## src/rtl/wb_rr_arbiter.sv

```systemverilog
// Round-robin Wishbone arbiter: N controllers share one device port with
// whole-cycle ownership and a watchdog that aborts cycles the device ignores.
module wb_rr_arbiter #(
  parameter int N         = 4,
  parameter int DAT_WIDTH = 8,
  parameter int TIMEOUT   = 16
) (
  input  logic                   clk_i,
  input  logic                   rst_ni,
  input  logic [N-1:0]           cyc_i,
  input  logic [N-1:0]           stb_i,
  input  logic [N-1:0]           we_i,
  input  logic [N*DAT_WIDTH-1:0] dat_i,
  output logic [N-1:0]           ack_o,
  output logic [N-1:0]           err_o,
  output logic [N-1:0]           rty_o,
  output logic [N-1:0]           stall_o,
  output logic                   cyc_o,
  output logic                   stb_o,
  output logic                   we_o,
  output logic [DAT_WIDTH-1:0]   dat_o,
  input  logic                   ack_i,
  input  logic                   err_i,
  input  logic                   rty_i,
  input  logic                   stall_i,
  output logic [N-1:0]           grant_o
);

  localparam int IDX_W = (N > 1) ? $clog2(N) : 1;
  localparam int WD_W  = $clog2(TIMEOUT + 1);
  localparam logic [WD_W-1:0]  WD_LIMIT = WD_W'(TIMEOUT);
  localparam logic [IDX_W-1:0] LAST_RST = IDX_W'(N - 1);

  typedef enum logic [1:0] {IDLE, OWNED, ABORT} state_t;

  state_t           state_q, state_d;
  logic [IDX_W-1:0] owner_q, owner_d;
  logic [IDX_W-1:0] last_q, last_d;
  logic [WD_W-1:0]  wd_q, wd_d;

  logic                 own_cyc, own_stb, own_we;
  logic [DAT_WIDTH-1:0] own_dat;
  logic                 dev_rsp, accepted, timeout_hit;
  logic                 arb_found;
  logic [IDX_W-1:0]     arb_idx;

  assign own_cyc = cyc_i[owner_q];
  assign own_stb = stb_i[owner_q];
  assign own_we  = we_i[owner_q];
  assign own_dat = dat_i[owner_q*DAT_WIDTH +: DAT_WIDTH];

  assign dev_rsp  = ack_i | err_i | rty_i;
  assign accepted = own_stb & ~stall_i;
  // A real device response in the limit cycle beats the synthesized error.
  assign timeout_hit = (state_q == OWNED) && (wd_q == WD_LIMIT) && !dev_rsp;

  // Search starts just after the last winner, so the previous owner is checked last.
  always_comb begin
    int j;
    arb_found = 1'b0;
    arb_idx   = '0;
    j         = 0;
    for (int i = 1; i <= N; i++) begin
      j = int'(last_q) + i;
      if (j >= N) j = j - N;
      if (!arb_found && cyc_i[IDX_W'(j)]) begin
        arb_found = 1'b1;
        arb_idx   = IDX_W'(j);
      end
    end
  end

  always_ff @(posedge clk_i or negedge rst_ni) begin
    if (!rst_ni) begin
      state_q <= IDLE;
      owner_q <= '0;
      last_q  <= LAST_RST;
      wd_q    <= '0;
    end else begin
      state_q <= state_d;
      owner_q <= owner_d;
      last_q  <= last_d;
      wd_q    <= wd_d;
    end
  end

  always_comb begin
    state_d = state_q;
    owner_d = owner_q;
    last_d  = last_q;
    wd_d    = wd_q;
    unique case (state_q)
      IDLE: begin
        if (arb_found) begin
          state_d = OWNED;
          owner_d = arb_idx;
          last_d  = arb_idx;
          wd_d    = '0;
        end
      end
      OWNED: begin
        if (!own_cyc)                 state_d = IDLE;
        else if (timeout_hit)         state_d = ABORT;
        else if (dev_rsp || accepted) wd_d    = '0;
        else                          wd_d    = wd_q + WD_W'(1);
      end
      ABORT: begin
        if (!own_cyc) state_d = IDLE;
      end
      default: state_d = IDLE;
    endcase
  end

  // Non-owners always see stall mirror their own strobe so their requests wait intact.
  always_comb begin
    grant_o = '0;
    cyc_o   = 1'b0;
    stb_o   = 1'b0;
    we_o    = 1'b0;
    dat_o   = '0;
    ack_o   = '0;
    err_o   = '0;
    rty_o   = '0;
    stall_o = stb_i;
    unique case (state_q)
      OWNED: begin
        grant_o[owner_q] = 1'b1;
        cyc_o            = own_cyc;
        stb_o            = own_stb;
        we_o             = own_we;
        dat_o            = own_dat;
        ack_o[owner_q]   = ack_i;
        err_o[owner_q]   = err_i | timeout_hit;
        rty_o[owner_q]   = rty_i;
        stall_o[owner_q] = stall_i;
      end
      ABORT: begin
        grant_o[owner_q] = 1'b1;
        stall_o[owner_q] = 1'b1;
      end
      default: ;
    endcase
  end

endmodule

```

## config.mk

```make
export PLATFORM = sky130hd
export DESIGN_NAME = wb_rr_arbiter
export DESIGN_NICKNAME = d
export VERILOG_FILES = /design/src/rtl/wb_rr_arbiter.sv
export SDC_FILE = /design/constraint.sdc
export NUM_CORES = 1
export LEC_CHECK = 0
export CORE_ASPECT_RATIO = 1.2
export CORE_MARGIN = 3
export CORE_UTILIZATION = 68
export CTS_CLUSTER_SIZE = 10
export DETAILED_ROUTE_END_ITERATION = 8
export DONT_BUFFER_PORTS = 1
export PLACE_DENSITY = 0.84
export SLEW_MARGIN = 10
export SYNTH_ARGS = -nofsm -noshare
export SYNTH_HDL_FRONTEND = slang
export SYNTH_SLANG_ARGS = --single-unit
```

## constraint.sdc

```tcl
create_clock -name clk_i -period 3.76 [get_ports clk_i]
set_input_delay 0.564 -clock clk_i [delete_from_list [all_inputs] [get_ports clk_i]]
set_output_delay 0.564 -clock clk_i [all_outputs]
set_load 0.05 [all_outputs]
```

; Yosys cells after proc, flatten, opt, wreduce, memory -nomap -nowiden
; Cells that the tools add are included.
[totals]
reg_bits = 11
in_bits = 50
out_inout_bits = 31
elab_cells = 110
[op_classes]
addsub = 9
magnitude_cmp = 10
eq_ne = 8
shift = 1
muxes = 52
n_bitwise = 9
n_reduce_logical = 17
[ops]
columns = op, count
row1 = variable part select 32 x 6 -> 8 bit, 1
row2 = two-way mux 2 bit, 12
row3 = two-way mux 5 bit, 4
row4 = two-way mux 1 bit, 19
row5 = less-than comparator 2 x 4 -> 1 bit (second input constant), 4
row6 = two-way mux 4 bit, 4
row7 = binary-select mux 1 bit (select 2 bit), 7
row8 = bitwise AND 4 bit, 3
row9 = case mux 5 bit (2 select lines), 1
row10 = >= comparator 3 bit (second input constant), 3
row11 = two-way mux 8 bit, 1
row12 = inequality test 2 bit (second input constant), 4
row13 = case mux 4 bit (2 select lines), 1
row14 = subtractor 2 x 1 -> 2 bit (second input constant), 4
row15 = adder 2 x 2 -> 3 bit (second input constant), 2
row16 = logical AND 1 bit, 6
row17 = case mux 2 bit (3 select lines), 1
row18 = adder 5 x 1 -> 5 bit (second input constant), 1
row19 = == test 5 bit (second input constant), 1
row20 = adder 2 x 3 -> 4 bit (second input constant), 1
row21 = bitwise mux 4 bit, 1
row22 = >= comparator 4 x 3 -> 1 bit (second input constant), 1
row23 = zero test 1 bit, 4
row24 = OR 4 bit, 1
row25 = other kinds (17), 19

; Longest topological paths before layout
[depth]
word_depth = 18
ltp_mapped = 6
depth_no_buf = 6

; Least setup slack after synthesis
; No wires, ideal clock.
[synth_timing]
path_type = reg2out
from = register owner_q[1]
to = output port stall_o[0]
arrival_time_ns = 2.824
required_time_ns = 3.196
slack_ns = 0.372
path_stages_with_launch = 6
path_buffers = 2
cell_sequence = dfrtp_1 -> clkbuf_1 -> clkbuf_1 -> nor3_1 -> nor2_1 -> a21oi_1
[synth_via]
elab_chain_len = 6
word_cells_on_any_way = 8
cone_classes = order compare: 2 / mux: 4 / bitwise: 1 / reduce/logical: 1
[synth_lines]
columns = element, line_no
row1 = "start, declared", 37  ; logic [IDX_W-1:0] owner_q, owner_d;
row2 = "start signal, assigned", 81  ; owner_q <= owner_d;
row3 = less-than comparator 2 x 3 -> 1 bit (not written as such) or >= comparator 2 x 1 -> 1 bit (tied branches), "135, 139"
row4 = logical AND 1 bit (not written as such), "135, 139"
row5 = two-way mux 1 bit (not written as such), "135, 139"
row6 = demux 1 bit (select 2 bit) (*), "135, 139"
row7 = OR 4 bit (no source line) or bitwise mux 4 bit (tied branches), n/a
row8 = case mux 4 bit (2 select lines) (*), 125  ; unique case (state_q)
row9 = "end, declared", 17  ; output logic [N-1:0] stall_o,
; Mark *: on every way between the ends. The rest lies on a longest branch, timed or not.

; Worst setup path in the final report
[layout_timing]
from = register state_q[1]
to = output port err_o[0]
[layout_via]
elab_chain_len = 6
[layout_lines]
columns = element, line_no
row1 = "start, declared", 36  ; state_t state_q, state_d;
row2 = "start signal, assigned", 80  ; state_q <= state_d;
row3 = == test 2 x 1 -> 1 bit (*), "55, 125"
row4 = logical AND 1 bit (2 in series), 55  ; assign timeout_hit = (state_q == OWNED) && (wd_q == WD_LIMIT) && !dev_rsp;
row5 = OR 1 bit, 133  ; err_o[owner_q] = err_i | timeout_hit;
row6 = bitwise AND 4 bit (no source line), n/a
row7 = two-way mux 4 bit (*), 125
row8 = "end, declared", 15  ; output logic [N-1:0] err_o,
; Marks and branches as above.

==> impl_metrics.json <==
{
  "max_cap_viol_count": 0,
  "ys_seq_area_share_pct": 21.8,
  "synth.distinct_cells": 40,
  "num_io_pins": 81,
  "wire_per_inst_um": 19.8,
  "final-setup-viol-count": 0,
  "synthCells": 138,
  "drtIter0Drc": 19,
  "drv_slew": 0,
  "syn_area_mm2": 0.00127,
  "numClockSinks": 11,
  "critical_path.most_common_cell": "buf_4",
  "total_power_mw": 1.45,
  "dieHeight_um": 53.4,
  "worst_setup_path_end_kind": "output pin",
  "fin_crit_sh_pct": 80.4,
  "yosys.area.top_type_share_pct": 17.7,
  "placementRows": 16,
  "root_buffer": "clkbuf_4",
  "first_pass_iters": 4,
  "syn-mean-instance-area_um2": 9.23,
  "r2r-end": "wd_q[3]",
  "ys_ff_latch": 11,
  "slew_headroom_pct": 35.5,
  "antenna_found_initial": 0,
  "clk_pin_slew_worst_paths_ns": 0.08,
  "final_nets": 207,
  "hold_violations": 0,
  "synth_async_sr_flop_share_pct": 100,
  "die_w_um": 45.5,
  "ir_drop_mv": 0.631,
  "via_per_inst": 6.91,
  "tightest_slew_ns": 0.964,
  "vias": 1168,
  "ant_nets": 0,
  "path_cells": "inv_1 -> ha_1 -> buf_4 -> or4b_2 -> nor2_1 -> o21ai_0 -> nor3_1 -> buf_4",
  "grt_max_degree": 22,
  "coreArea_mm2": 0.00170,
  "cts_tree": "built",
  "cts_buffers": 3,
  "critPathRequiredTime_ns": 3.20,
  "postCtsSetupBuffers": 0,
  "nFillCells": 115,
  "leakagePower_nw": 0.662,
  "dieArea_mm2": 0.00243,
  "r2r_slack_ns": 1.45,
  "fin_crit_ns": 3.02,
  "cts_repair_resize_count": 0,
  "clk_latency_ns": 0.27,
  "grt-ovfl-total": 0,
  "crit_path_max_incr_delay_ns": 0.67,
  "finalWeightedCongestion": 0.808,
  "r2r_start": "owner_q[0]",
  "rsz0062_at_grt": "false",
  "n_antenna_cell": 0,
  "ys_top_cells_by_count": "20 x nor2_1, 10 x and2_1, 10 x inv_1",
  "synthFlopType": "dfrtp_1",
  "worst_setup_path_start_kind": "register",
  "grt_pass1_vias": 1087,
  "io_buffers": 0,
  "dp_hpwl_mm": 2.68,
  "rr_worst_depth": 4,
  "skew_ns": 0.00256,
  "hold_class": "in2async",
  "start_util_pct": 74.9,
  "yosysWarnings": 0,
  "syn2layout_area_growth_pct": 10.7,
  "crit_arrival_ns": 2.46,
  "critical-path-slowest-cell": "or4b_2",
  "h-tree-depth": 1,
  "cp_max_fo": 21,
  "drive_gt1_share_pct": 20.5,
  "cts.path.max_buffers": 2,
  "routed_wl_mm": 3.34,
  "synthTopCellsByArea": "dfrtp_1 18%, mux4_1 17%, nor2_1 5.9%, mux4_2 5.3%, and2_1 4.9%",
  "grt_first_pass_wirelength_mm": 4.75,
  "fin_setup_tns_ns": 0,
  "synthesis.nets": 193,
  "holdBufCountCts": 1,
  "fmaxAchievable_mhz": 331,
  "outcome": "finished, final reports clean",
  "yosysMostFrequentCell": "nor2_1",
  "synth_edf_count": 0,
  "drc": 0,
  "path_class": "reg2out",
  "yosysTopAreaCell": "dfrtp_1",
  "grt.total_usage_pct": 26.3,
  "powerDensity_mw_per_mm2": 1030
}
[state kept, by name, indices dropped and copies added (netlist names)]
| register | flops |
|---|---|
| state_q | 2 |
| last_q | 2 |
| wd_q | 5 |
| owner_q | 2 |
[where the power goes]
group	internal [mW]	switching (mW)	total [mW]
Clock	0.0394	0.0444	0.0839
Sequential	0.160	0.0881	0.248
Combinational	0.342	0.773	1.11
[critical path, delay by kind of cell, from the launching register on]
kind | cells | cell delay, ns
AND/OR/NAND/NOR | 3 | 0.96
flip-flops | 1 | 0.39
buffers and inverters | 3 | 0.53
adder cells (fa/ha/maj) | 1 | 0.15
AO/OA/AOI/OAI | 1 | 0.16
[cells by family (layout without fill, tap and decap cells)]
logic type	count (synthesis)	count (layout)	share of synthesized area [%]
simple gates	57	57	22.9
buf+inv	17	30	6.19
fa+ha+maj	5	5	4.91
flops	11	11	21.8
compound gates	35	35	20.8
mux	13	13	23.4
[cell type report]
cell class / count / area [µm²] / area share (%)
multi-input cells: 110 / 922 / 65.4
flip-flops and latches: 11 / 278 / 19.7
repair buffers: 16 / 123 / 8.70
inverters: 10 / 37.5 / 2.66
clock buffers: 3 / 22.5 / 1.60
well taps: 18 / 22.5 / 1.60
clock inverters: 1 / 5.00 / 0.355
[layout by cell type (no fill, tap or decap), types with 2 or more instances in the layout]
| cell type | n |
|---|---|
| nor2_1 | 20 |
| buf_4 | 15 |
| and2_1 | 10 |
| inv_1 | 10 |
| nand2_1 | 9 |
| dfrtp_1 | 9 |
| mux4_1 | 8 |
| a21oi_1 | 7 |
| o21ai_0 | 5 |
| ha_1 | 5 |
| mux4_2 | 3 |
| nor3_1 | 3 |
| a2bb2oi_1 | 3 |
| a21o_1 | 3 |
| clkbuf_4 | 3 |
| nand2b_1 | 2 |
| o221ai_1 | 2 |
| nand3b_1 | 2 |
| mux2i_1 | 2 |
| a21boi_0 | 2 |
| nand3_1 | 2 |
| and3_1 | 2 |
| o2111a_1 | 2 |
| a211o_1 | 2 |
| dfstp_2 | 2 |
[stage by stage]
stage	hold WS (ns)	utilization (%)	cell area (µm²)	instances	setup WS (ns)
after CTS	0.115	82.9	1410	169	0.750
after global routing	0.104	82.9	1410	169	0.504
after global placement	0.269	80.7	1370	164	1.14
after detailed placement	0.269	80.7	1370	164	1.06
after floorplan	0.268	-	1270	138	0.372
final	0.122	82.9	1410	169	0.736
[worst max path at each step]
stage / from / slack [ns] / end / cells after the start
6_report: state_q[1] / 0.74 / err_o[0] / 8
5_1_grt: state_q[1] / 0.50 / err_o[0] / 8
4_1_cts: state_q[1] / 0.75 / err_o[0] / 8
3_5_place_dp: state_q[1] / 1.06 / err_o[0] / 8
3_3_place_gp: state_q[1] / 1.14 / err_o[0] / 8
2_1_floorplan: owner_q[1] / 0.37 / stall_o[0] / 5
[routing by layer]
metal | track usage (%) | vias to the layer above | share of wire, %
met1 | 28.8 | 555 | 34
li1 | - | 546 | -
met3 | 3.74 | 9 | 9.5
met2 | 47.2 | 58 | 55
met4 | 13.7 | 0 | 1.5
met5 | 0 | - | 0
No activity file was read; power rests on OpenSTA's default activity.
